--- src/rtl/neuron_pkg.sv ---
// Shared types and constant helpers for the neuron MAC sequencer:
// FSM state encoding, saturation bounds and a clog2 helper.
package neuron_pkg;

  typedef enum logic [1:0] {
    IDLE  = 2'd0,
    ACCUM = 2'd1,
    BIAS  = 2'd2,
    DONE  = 2'd3
  } state_t;

  function automatic int satMax(input int width);
    return (1 << (width - 1)) - 1;
  endfunction

  function automatic int satMin(input int width);
    return -(1 << (width - 1));
  endfunction

  function automatic int clog2(input int value);
    int r;
    r = 0;
    while ((1 << r) < value) r++;
    return r;
  endfunction

endpackage

--- src/rtl/neuron_fxp_mul.sv ---
// Combinational saturating fixed-point multiplier: full-width product,
// arithmetic shift by Precision (floor), clamp to Width with overflow flag.
module neuron_fxp_mul
  import neuron_pkg::*;
#(
  parameter int Width     = 8,
  parameter int Precision = 4
) (
  input  logic [Width-1:0] a,
  input  logic [Width-1:0] b,
  output logic [Width-1:0] y,
  output logic             ovf
);

  localparam logic signed [2*Width-1:0] MaxVal = (2*Width)'(satMax(Width));
  localparam logic signed [2*Width-1:0] MinVal = (2*Width)'(satMin(Width));

  logic signed [2*Width-1:0] prod;
  logic signed [2*Width-1:0] shifted;

  // Sign-extended operands keep the low 2*Width product bits exact
  always_comb begin
    prod    = $signed({{Width{a[Width-1]}}, a} * {{Width{b[Width-1]}}, b});
    shifted = prod >>> Precision;
    y       = shifted[Width-1:0];
    ovf     = 1'b0;
    if (shifted > MaxVal) begin
      y   = MaxVal[Width-1:0];
      ovf = 1'b1;
    end else if (shifted < MinVal) begin
      y   = MinVal[Width-1:0];
      ovf = 1'b1;
    end
  end

endmodule

--- src/rtl/neuron_mac_sequencer.sv ---
// Single-neuron evaluator: weight/offset bank, streamed saturating MAC, bias add.
// Optional ReLU on the result when NEURON_ACT_EN is defined.
module neuron_mac_sequencer
  import neuron_pkg::*;
#(
  parameter int  Width     = 8,
  parameter int  Precision = 4,
  parameter int  NumInputs = 20,
  localparam int AW        = clog2(NumInputs + 1)
) (
  input  logic             CLK,
  input  logic             reset,
  input  logic             CoeffWrEn,
  input  logic [AW-1:0]    CoeffAddr,
  input  logic [Width-1:0] CoeffData,
  input  logic             Start,
  input  logic             InValid,
  input  logic [Width-1:0] InDato,
  output logic             InReady,
  output logic             OutValid,
  output logic [Width-1:0] OutDato,
  input  logic             OutReady,
  output logic             Busy,
  output logic             Error
);

  localparam logic [Width-1:0] MaxW = Width'(satMax(Width));
  localparam logic [Width-1:0] MinW = Width'(satMin(Width));

  state_t           state, nextState;
  logic [Width-1:0] weights [NumInputs];
  logic [Width-1:0] offset;
  logic [Width-1:0] acc;
  logic [Width-1:0] outReg;
  logic [AW-1:0]    cnt;
  logic             err;
  logic             busyReg;
  logic             validReg;
  logic [Width-1:0] mulY;
  logic             mulOvf;
  logic [Width:0]   accSum;
  logic [Width:0]   biasSum;
  logic [Width-1:0] actOut;
  logic             sample;
  logic             lastSample;

  // Returns {overflow, clamped sum} of two signed words
  function automatic logic [Width:0] satAdd(input logic [Width-1:0] x, input logic [Width-1:0] y);
    logic [Width:0] s;
    s = {x[Width-1], x} + {y[Width-1], y};
    if (s[Width] != s[Width-1]) return {1'b1, (s[Width] ? MinW : MaxW)};
    return {1'b0, s[Width-1:0]};
  endfunction

  neuron_fxp_mul #(.Width(Width), .Precision(Precision)) u_mul (
    .a   (InDato),
    .b   (weights[cnt]),
    .y   (mulY),
    .ovf (mulOvf)
  );

  assign sample     = InValid && (state == ACCUM);
  assign lastSample = sample && (cnt == AW'(NumInputs - 1));

  always_comb begin
    accSum  = satAdd(acc, mulY);
    biasSum = satAdd(acc, offset);
`ifdef NEURON_ACT_EN
    actOut  = biasSum[Width-1] ? '0 : biasSum[Width-1:0];
`else
    actOut  = biasSum[Width-1:0];
`endif
  end

  always_comb begin
    nextState = state;
    case (state)
      IDLE:    if (Start) nextState = ACCUM;
      ACCUM:   if (lastSample) nextState = BIAS;
      BIAS:    nextState = DONE;
      DONE:    if (OutReady) nextState = IDLE;
      default: nextState = IDLE;
    endcase
  end

  // Busy/OutValid are registered from the next state so they track the state register exactly
  always_ff @(posedge CLK or negedge reset) begin
    if (!reset) begin
      state    <= IDLE;
      busyReg  <= 1'b0;
      validReg <= 1'b0;
    end else begin
      state    <= nextState;
      busyReg  <= (nextState != IDLE);
      validReg <= (nextState == DONE);
    end
  end

  always_ff @(posedge CLK or negedge reset) begin
    if (!reset) begin
      for (int i = 0; i < NumInputs; i++) weights[i] <= '0;
      offset <= '0;
      acc    <= '0;
      outReg <= '0;
      cnt    <= '0;
      err    <= 1'b0;
    end else begin
      // Bank writes land in IDLE, so a same-cycle Start already sees the new value
      if (state == IDLE && CoeffWrEn) begin
        if (CoeffAddr < AW'(NumInputs)) weights[CoeffAddr] <= CoeffData;
        else if (CoeffAddr == AW'(NumInputs)) offset <= CoeffData;
      end
      case (state)
        IDLE: if (Start) begin
          acc <= '0;
          cnt <= '0;
          err <= 1'b0;
        end
        ACCUM: if (sample) begin
          acc <= accSum[Width-1:0];
          cnt <= cnt + 1'b1;
          err <= err | mulOvf | accSum[Width];
        end
        BIAS: begin
          acc    <= biasSum[Width-1:0];
          err    <= err | biasSum[Width];
          outReg <= actOut;
        end
        default: ;
      endcase
    end
  end

  assign InReady  = (state == ACCUM);
  assign OutValid = validReg;
  assign OutDato  = outReg;
  assign Busy     = busyReg;
  assign Error    = err;

endmodule

--- config.mk ---
export PLATFORM = sky130hd
export DESIGN_NAME = neuron_mac_sequencer
export DESIGN_NICKNAME = d
export VERILOG_FILES = /design/src/rtl/neuron_pkg.sv /design/src/rtl/neuron_fxp_mul.sv /design/src/rtl/neuron_mac_sequencer.sv
export SDC_FILE = /design/constraint.sdc
export NUM_CORES = 1
export LEC_CHECK = 0
export BUFFER_PORTS_ARGS = -buffer_cell sky130_fd_sc_hd__buf_2
export CAP_MARGIN = 20
export CELL_PAD_IN_SITES_DETAIL_PLACEMENT = 0
export CELL_PAD_IN_SITES_GLOBAL_PLACEMENT = 1
export CORE_MARGIN = 3
export CORE_UTILIZATION = 45
export CTS_CLUSTER_SIZE = 20
export DETAILED_ROUTE_END_ITERATION = 7
export HOLD_SLACK_MARGIN = 0.1
export PLACE_DENSITY_LB_ADDON = 0.1
export SYNTH_ARGS = -nofsm -noshare
export SYNTH_HDL_FRONTEND = slang
export SYNTH_SLANG_ARGS = --single-unit
--- constraint.sdc ---
create_clock -name CLK -period 11.22 [get_ports CLK]
set_input_delay 0.561 -clock CLK [delete_from_list [all_inputs] [get_ports CLK]]
set_output_delay 0.561 -clock CLK [all_outputs]
set_load 0.05 [all_outputs]
==> run metrics <==
status=finished, final reports clean; max-cap check violation count=0; most common cell after layout, fill and taps aside=dfrtp_1; most frequent cells in the layout=dfrtp_1 (192), mux2_2 (167), inv_1 (94); RePlAce Congestion=0.840; DRT iter0 DRCs=slightly above 400; Seq/Total Area, Yosys=39.0%; Final Non-Filler Cells=about 1,400; HPWL Detailed=between 20 and 25 mm; number of global-route vias before repair=slightly above 8,000; post-synthesis cell count=1,015; Hold Buf Count CTS=0; GRT Overall Usage=a little over a fifth; Post-Route Skew=~0.013 ns; largest family of logic cells by synthesized area=multiplexers; Post-synth top flop=dfrtp_1; TritonCTS clock tree=built; HP Class=input port to async pin; die footprint=29,700 µm²; largest net degree at the start of global routing=81; adder-cell share of the synthesized area=about 14%; FP Rows=60; Worst slew margin=28.7%; chip width=between 150 and 200 µm; worst-path fanout max=33; routed length on met2=15.0 mm; input/output buffers=38; starting density of the core=45.9%; crit path DAT=9.69 ns; core box area=27,100 µm²; Slew Viols, Final=0; GR Overflow Total=0; DRT met1 WL=between 10 and 15 mm; actual slew at the worst max-slew pin=roughly 1.1 ns; vias=just under 8,000; post-synthesis xor/xnor area fraction=around 1.7%; drt wl/cell=slightly above 20 µm; cts bufs inserted=17; syn_nets=around 1,100; Yosys warnings=0; Synth cell types=67; critical path type=flop to flop; FFs w/ async S/R, synth=between 90% and 100%; WP buf/inv=6; Worst-path clk slew=about 0.080 ns; Antenna Cells=0; router iterations before antenna repair=4; Setup Viol. Count Final=0; family with the most delay on the worst path=adder cells; mapped cell area=~12,000 µm²; CTS root buf=clkbuf_16; average vias per placed instance=about 5.5; PnR worst setup slack=about 1.8 ns; number of instances resized during post-cts repair=0; setup bufs post-CTS=0; fmax=between 100 and 150 MHz; fin crit share=between 80% and 90%; dpl cell area=13,000 µm²; Total Wirelength=approximately 29 mm; CTS Buffer Depth=2; crit start category=flop; cell area after layout=approximately 14,000 µm²; element type at the critical path end=flop; post-synthesis simple-gate area fraction=between 9 and 10%; Routed Antenna Nets=0; mux cell area share after synthesis=a little under a quarter; number of synthesized register bits=between 150 and 200; Setup TNS=0 ns; CP max stage cell=dfrtp_2; Layout Nets=1,165; DR top layer=met5; initial antenna violation count=1; clock sink count=~190; P&R area growth vs syn=8.89%; unrepaired setup endpoints after global routing=false; number of H-tree levels=4; Die Y=172 µm; Post-synth EDFFs=0; Worst-Skew Late Latency=about 0.45 ns; compound-cell area share of the yosys netlist=under 10%; final hold vios=0; global-route wire length before repair=between 40 and 50 mm; Worst path max stage delay=between 0.9 and 1 ns; syn_area_per_cell=around 12 µm²; share of layout cells above drive strength 1=a little under a third; DRC Markers=0; placed cells=1,385; post-route minimum period=9.37 ns; io pins=39; DR WL met3=around 630 µm; dpl ws=1.74 ns; Worst Path Required=about 12 ns
## through the flow
stage | util (%) | hold slack (ns)
after global routing | 50.0 | 0.140
after CTS | 50.0 | 0.146
after floorplan | - | 0.265
after global placement | 47.9 | 0.482
after detailed placement | 47.9 | 0.486
final | 50.0 | 0.0990
## area by class of cell
cell class                 instances  area (µm²)
clock inverter                    15         160
sequential                       194        4860
inverter                          96         360
tap                              372         465
clock buffer                      17         425
multi-input combinational        679        7030
timing repair buffer              44         256
fill                            2438       13500
## registers in the layout (all words and copies together), names as in the netlist
name and flops:
state 2, offset 8, weights 160, cnt 5, acc 8, OutDato 8, OutValid 1, Error 1
Busy 1
## cells in the mapped netlist (8+ instances only)
cell type | n | area share, %
clkbuf_1 | 38 | 1.1
nor3_1 | 9 | 0.36
mux2_2 | 167 | 15
inv_1 | 94 | 2.8
nand3_1 | 13 | 0.52
ha_1 | 50 | 5.0
xnor2_1 | 17 | 1.2
o21a_1 | 9 | 0.54
mux4_2 | 48 | 8.7
nor3b_1 | 8 | 0.48
nand2_1 | 39 | 1.2
nor2_1 | 30 | 0.90
fa_1 | 56 | 9.0
nor2b_1 | 52 | 2.6
a31oi_1 | 14 | 0.70
o21ai_0 | 17 | 0.68
nand2b_1 | 18 | 0.90
dfrtp_1 | 194 | 39
a21o_1 | 15 | 0.90
a21oi_1 | 20 | 0.80
## worst paths after layout
path | from | endpoint | slack (ns) | depth (start not counted)
worst max-delay path | cnt[1] | acc[3] | 1.85 | 31
max in group asynchronous | reset | weights[114] | 9.12 | 3
min in group CLK | OutDato[5] | OutDato[5] | 0.50 | 2
worst min register to register | OutDato[5] | OutDato[5] | 0.50 | 2
worst max register to register | cnt[1] | acc[3] | 1.85 | 31
worst min-delay path | reset | OutDato[4] | 0.1 | 1
## cell families (layout without fill, tap and decap cells)
family / count (synthesis) / after routing
muxes: 217 / 217
and+or+nand+nor: 206 / 206
DFF: 194 / 194
adders and majority gates: 106 / 106
xor gates and xnor gates: 24 / 24
AOI/OAI and AO/OA: 126 / 126
buffers and inverters: 142 / 172
## layer usage
metal | GRT usage (%) | vias up
met3 | 3.22 | 31
met4 | 5.45 | 2
li1 | - | 3637
met5 | 0 | -
met2 | 36.8 | 88
met1 | 27.2 | 4063
Power is not shown: default switching activity piles up to over one toggle a cycle in this logic, so the estimate is an artifact.
